[config.mk]
export PLATFORM = sky130hd
export DESIGN_NAME = rca_slice_sequencer
export DESIGN_NICKNAME = d
export VERILOG_FILES = /design/src/rtl/rca_slice_sequencer.sv
export SDC_FILE = /design/constraint.sdc
export NUM_CORES = 1
export LEC_CHECK = 0
export CORE_ASPECT_RATIO = 2
export CORE_MARGIN = 2
export CORE_UTILIZATION = 40
export CTS_CLUSTER_DIAMETER = 80
export DETAILED_ROUTE_END_ITERATION = 10
export PLACE_DENSITY_LB_ADDON = 0.25
export SYNTH_ARGS = -nofsm -noshare
export SYNTH_HDL_FRONTEND = slang
export SYNTH_SLANG_ARGS = --single-unit
[constraint.sdc]
create_clock -name clk -period 3.85 [get_ports clk]
set_input_delay 1.155 -clock clk [delete_from_list [all_inputs] [get_ports clk]]
set_output_delay 1.155 -clock clk [all_outputs]
set_load 0.03 [all_outputs]
[src/rtl/rca_slice_sequencer.sv]
// Multi-cycle wide adder: one shared SLICE_W-bit ripple-carry slice, one slice per clock, LSB first.
// Optional subtract mode is enabled by defining RCA_SEQ_SUB_EN (adds the 'sub' input port).

module rca_fa_cell (
   input  logic a,
   input  logic b,
   input  logic ci,
   output logic s,
   output logic co
);
   assign s  = a ^ b ^ ci;
   assign co = (a & b) | (ci & (a ^ b));
endmodule

module rca_slice_sequencer #(
   parameter int SLICE_W    = 4,
   parameter int NUM_SLICES = 4,
   parameter int W          = SLICE_W * NUM_SLICES
) (
   input  logic         clk,
   input  logic         rst,
   input  logic         start,
   input  logic [W-1:0] A,
   input  logic [W-1:0] B,
   input  logic         cin,
`ifdef RCA_SEQ_SUB_EN
   input  logic         sub,
`endif
   output logic         ready,
   output logic         busy,
   output logic         done,
   output logic [W-1:0] S,
   output logic         C
);
   localparam int IDX_W = (NUM_SLICES > 1) ? $clog2(NUM_SLICES) : 1;
   localparam logic [IDX_W-1:0] LAST = IDX_W'(NUM_SLICES - 1);

   typedef enum logic [1:0] {IDLE, RUN, DONE} state_t;

   state_t             state_q, state_d;
   logic [IDX_W-1:0]   idx_q, idx_d;
   logic               carry_q, carry_d;
   logic [W-1:0]       a_q, a_d, b_q, b_d;
   logic [W-1:0]       wsum_q, wsum_d;
   logic [W-1:0]       s_q, s_d;
   logic               c_q, c_d;

   logic               accept;
   logic [SLICE_W-1:0] sl_a, sl_b, part;
   logic [SLICE_W:0]   cy;

   // Shared slice: operands are muxed out of the working registers by idx.
   assign sl_a  = a_q[int'(idx_q)*SLICE_W +: SLICE_W];
   assign sl_b  = b_q[int'(idx_q)*SLICE_W +: SLICE_W];
   assign cy[0] = carry_q;

   for (genvar i = 0; i < SLICE_W; i++) begin : g_fa
      rca_fa_cell u_fa (
         .a  (sl_a[i]),
         .b  (sl_b[i]),
         .ci (cy[i]),
         .s  (part[i]),
         .co (cy[i+1])
      );
   end

   always_ff @(posedge clk) begin
      if (rst) state_q <= IDLE;
      else     state_q <= state_d;
   end

   always_comb begin
      state_d = state_q;
      case (state_q)
         IDLE:    if (accept) state_d = RUN;
         RUN:     if (idx_q == LAST) state_d = DONE;
         DONE:    state_d = accept ? RUN : IDLE;
         default: state_d = IDLE;
      endcase
   end

   always_comb begin
      ready = (state_q == IDLE) || (state_q == DONE);
      busy  = (state_q == RUN);
      done  = (state_q == DONE);
   end

   assign accept = start & ready;

   always_comb begin
      a_d     = a_q;
      b_d     = b_q;
      carry_d = carry_q;
      idx_d   = idx_q;
      wsum_d  = wsum_q;
      s_d     = s_q;
      c_d     = c_q;
      if (accept) begin
         a_d     = A;
         b_d     = B;
         carry_d = cin;
         idx_d   = '0;
`ifdef RCA_SEQ_SUB_EN
         // Two's-complement subtract: invert B once at latch time, force carry-in.
         if (sub) begin
            b_d     = ~B;
            carry_d = 1'b1;
         end
`endif
      end else if (state_q == RUN) begin
         wsum_d[int'(idx_q)*SLICE_W +: SLICE_W] = part;
         carry_d = cy[SLICE_W];
         idx_d   = idx_q + 1'b1;
         if (idx_q == LAST) begin
            s_d   = wsum_d;
            c_d   = cy[SLICE_W];
            idx_d = '0;
         end
      end
   end

   always_ff @(posedge clk) begin
      if (rst) begin
         a_q     <= '0;
         b_q     <= '0;
         carry_q <= 1'b0;
         idx_q   <= '0;
         wsum_q  <= '0;
         s_q     <= '0;
         c_q     <= 1'b0;
      end else begin
         a_q     <= a_d;
         b_q     <= b_d;
         carry_q <= carry_d;
         idx_q   <= idx_d;
         wsum_q  <= wsum_d;
         s_q     <= s_d;
         c_q     <= c_d;
      end
   end

   assign S = s_q;
   assign C = c_q;

endmodule

==> metrics.cfg, run 1 <==
[sta]
fin_setup_tns_ps=0
tightest_slew_ps=746.8
hold_violations=0
min_period_ps=3436
rsz0062_at_grt=false
finalCritPeriodShare=0.8924
relSlewSlack=0.5022
fin_ws_ps=414.4
drv_slew=0
timing.fmax_mhz=291.1
clock_skew_ps=5.988
setup_viol=0

[clock_network]
clkSinkCount=70
clk_path_buf_depth=2
cts_tree=yes
numCtsBuffers=9
cts_resized=0
post_cts_buffers=0
h-tree-depth=3
path_clk_slew_ps=50
cts-root-buf=clkbuf_16
postCtsHoldBufs=0
clk_latency_ps=330

[setup_path]
worstSetupPathType=register to register
reg2reg_slack_ps=410
worstSetupEndpointType=register
crit_arrival_ps=3690
critPathLaunchType=register
rr_startpoint=idx_q[0]
crit_fanout=7
r2r_end=S[11]
worstPathRequired_ps=4110
r2r_cells=12

[floorplanning]
dieArea_um2=8602
die_w_um=66.59
std_cell_rows=45
start_util=0.4123
io_pins=56
die_h_um=129.2
core_area_um2=7601

[drt]
drt-initial-drc-count=178
dr.pass1.iters=4
route.detailed.drc=0
wire_per_inst_um=14.94
ant_nets=0
wirelength_um=7247
routed_via_density=5.243
via_count=2543

[place]
portBuffers=55
place.gp.congestion=0.8222
place_ws_ps=409.4
dp_hpwl_um=5228

[yosys]
netlist_area_um2=3134
synth_top_area_frac=0.4471
syn_inst=342
postSynthAreaPerCell_um2=9.164
ys_ff_latch=70
ys_seq_area_frac=0.4471
async_flop_share=0
synth_flop_cell=dfxtp_1
synth.most_common_cell=dfxtp_1
synth_common_cells=dfxtp_1, nand2_1, nor2_1
synth_fp_nets=388
ys_top_cells_by_area=dfxtp_1, nand2_1, a21oi_1, mux4_1, a32oi_1
yosysWarningCount=0
synth-edff-count=0
synth_cell_type_count=33
yosys.area.top_type=dfxtp_1

[global_route]
grt_pass1_vias=2517
antenna_found_initial=0
grt.overflow.total=0
grt_pass1_wl_um=12020
gr-usage-all-layers=0.1873
grt_max_degree=71

[worst_hold_path]
hold_path_startpoint=b_q[4]
holdPathEnd=b_q[4]
hold_path_depth=2
hp-class=register to register

[final_layout]
drive_above_1_share=0.07928
fill_cells=744
finalNetCount=432
n_antenna_cell=0
area_growth_pct=25.83

[power]
leakage_nw=1.524
power_density_nw_per_um2=437.8
ir_drop_mv=0.2456

[outcome]
outcome=complete, no violations

[run]
cap_violations=0

[critical path, cell delays in order, from the launching register on]
cell and delay (ps):
dfxtp_1 530, mux4_1 600, inv_1 100, fa_1 170
inv_1 50, fa_1 360, inv_1 80, fa_1 160
inv_1 50, fa_1 530, nor2b_1 420, a221oi_1 140
nor3_1 180
[layout by cell type, fill, tap and decap left out]
cell type        count
a221oi_1            15
nor3_2               1
a311oi_1             1
mux4_1               6
and3b_1              2
a211oi_2             1
nand3b_1             4
a221oi_2             1
nor2_1              36
clkinv_2             2
nand2_1             69
a21oi_1             33
clkbuf_8             3
clkbuf_16            9
inv_2                1
fa_1                 4
mux4_2               2
mux2i_1              1
dfxtp_1             70
buf_2                1
nand2b_1             1
clkdlybuf4s50_1     54
buf_4                5
o21ai_0              1
ha_1                 6
nor3_1              16
and4bb_1             1
clkinvlp_4           1
and3b_2              1
nor2b_2              1
and3_1               1
inv_1               17
a32oi_1             16
or3_1                1
clkbuf_1             1
nand2b_4             1
nand3b_4             1
nor2b_1              4
[flip-flops by register name, indices dropped and copies added (netlist names)]
signal   flops
wsum_q      16
b_q         16
idx_q        2
a_q         16
C            1
state_q      2
carry_q      1
S           16
[power breakdown]
part	internal (mW)	switching, mW	total, mW
Clock	0.486	0.292	0.778
Combinational	0.0817	0.0979	0.180
Sequential	0.751	0.0186	0.769
[how the worst max path moves through the flow]
stage               startpoint  endpoint  slack, ps  cells past startpoint
floorplan             idx_q[0]     S[11]        680                     13
global placement      idx_q[0]     S[11]        480                     12
detailed placement    idx_q[0]     S[11]        410                     12
CTS                   idx_q[0]     S[11]        400                     12
global route          idx_q[0]     S[11]         60                     12
finish                idx_q[0]     S[11]        410                     12
[area by class of cell]
cell class	count	area [um2]	share of cell area
clock buffers	13	270.3	0.06853
clock inverters	3	17.52	0.004442
inverters	18	67.56	0.01713
multi-input cells	227	1486	0.3769
flip-flops and latches	70	1401	0.3553
well taps	94	117.6	0.02982
repair buffers	60	583.1	0.1478
[logic make-up after synthesis]
logic type      count (synthesis)  share of synthesized area
simple gates                  140                     0.2036
flops                          70                     0.4471
compound gates                 68                     0.1525
buf+inv                        45                    0.07944
fa+ha+maj                      10                    0.04950
mux                             9                    0.06786
[metal layers]
metal	global-route usage	wire length [um]	vias to the layer above
met5	0	0	-
met3	0.03385	209	18
met1	0.1902	2657	1188
met4	0.1020	228	0
met2	0.3476	4152	58
li1	-	-	1279
[through the flow]
step	power (mW)	hold slack, ps	utilization	cell area [um2]	instances
4_1_cts	1.740	453.1	0.5188	3944	485
2_1_floorplan	0.9027	431.5	-	3134	342
6_report	1.727	451.5	0.5188	3944	485
5_1_grt	1.788	474.1	0.5188	3944	485
3_5_place_dp	0.9643	445.9	0.4810	3656	469
3_3_place_gp	0.9587	440.1	0.4810	3656	469
Note: power is estimated with default switching activity, not from simulation.
==> run 2, diff against run 1 <==
CTS_BUF_LIST = sky130_fd_sc_hd__clkbuf_4 sky130_fd_sc_hd__clkbuf_8   (was default)
==> metrics.cfg, run 2 (synthesis results as in run 1) <==
[drt]
route.detailed.drc=0
wire_per_inst_um=14.80
drt-initial-drc-count=168
dr.pass1.iters=4
via_count=2549
wirelength_um=7180
ant_nets=0
routed_via_density=5.256

[power]
power_density_nw_per_um2=391.5
ir_drop_mv=0.2735
power_mw=1.506
leakage_nw=1.481

[clock_network]
cts-root-buf=clkbuf_8
clk_path_buf_depth=2
cts_resized=0
path_clk_slew_ps=70
clkSinkCount=70
cts_tree=yes
post_cts_buffers=0
clk_latency_ps=360
numCtsBuffers=9
h-tree-depth=3
postCtsHoldBufs=0

[setup_path]
crit_fanout=7
worstSetupEndpointType=register
critPathLaunchType=register
crit_start=idx_q[0]
worstPathRequired_ps=4130
worstSetupPathType=register to register
crit_arrival_ps=3720
rr_startpoint=idx_q[0]

[final_layout]
final_core_utilization=0.5060
drive_above_1_share=0.08184
finalNetCount=432
fin_area_um2=3846
area_growth_pct=22.71
n_antenna_cell=0
layout_commonest_cell=dfxtp_1
final_cell_mix=dfxtp_1, nand2_1, clkdlybuf4s50_1

[global_route]
grt_pass1_vias=2526
grt_pass1_wl_um=11900
grt.overflow.total=0
grt_max_degree=71
gr-usage-all-layers=0.1857
antenna_found_initial=0

[sta]
min_period_ps=3443
clock_skew_ps=10.66
finalCritPeriodShare=0.8943
relSlewSlack=0.5080
drv_slew=0
setup_viol=0
fin_setup_tns_ps=0
tightest_slew_ps=738.0
fin_ws_ps=407.1
hold_violations=0
timing.fmax_mhz=290.4
rsz0062_at_grt=false

[floorplanning]
die_h_um=129.2
dieArea_um2=8602
start_util=0.4123
std_cell_rows=45
die_w_um=66.59
io_pins=56
core_area_um2=7601

[run]
cap_violations=0

[place]
placed_cell_area_um2=3656
dp_hpwl_um=5228
place.gp.congestion=0.8222
place_ws_ps=409.4
portBuffers=55

[outcome]
outcome=complete, no violations

[worst_hold_path]
hold_path_startpoint=b_q[4]
hp-class=register to register

run 2: cell counts in the layout (fill, tap and decap cells not counted):
Identical to the previous run, type by type.
run 2: path summary, 6_finish.rpt:
check	cells past startpoint	slack, ps	to
worst max-delay path	12	410	S[11]
worst min-delay path	2	450	b_q[4]
worst max register to register	12	410	S[11]
worst min register to register	2	450	b_q[4]
run 2: per-layer routing:
layer  track usage  vias to the layer above  share of wire
li1              -                     1274              -
met1        0.1885                     1190           0.36
met2        0.3324                       66           0.56
met3       0.04167                       19          0.036
met4        0.1152                        0          0.039
met5             0                        -              0
run 2: metrics by stage:
stage | instances | hold WS (ps)
after global routing | 485 | 477.0
after global placement | 469 | 440.1
final | 485 | 453.7
after CTS | 485 | 455.7
after floorplan | 342 | 431.5
after detailed placement | 469 | 445.9
run 2: cell type report:
| cell class | count | area [um2] |
|---|---|---|
| Clock buffer | 13 | 172.7 |
| Clock inverter | 3 | 17.52 |
| Fill cell | 757 | 3755 |
| Inverter | 18 | 67.56 |
| Multi-Input combinational cell | 227 | 1486 |
| Sequential cell | 70 | 1401 |
| Tap cell | 94 | 117.6 |
| Timing Repair Buffer | 60 | 583.1 |
run 2: worst max-delay path, stage by stage (launching register included):
cell and delay (ps):
dfxtp_1 530, mux4_1 600, inv_1 100, fa_1 170
inv_1 50, fa_1 360, inv_1 80, fa_1 160
inv_1 50, fa_1 530, nor2b_1 420, a221oi_1 140
nor3_1 180
run 2: power by group:
part | internal (mW) | switching, mW | leakage [nW]
logic | 0.0816 | 0.0977 | 0.812
registers | 0.749 | 0.0183 | 0.570
clock network | 0.292 | 0.267 | 0.0988
total | 1.12 | 0.383 | 1.48
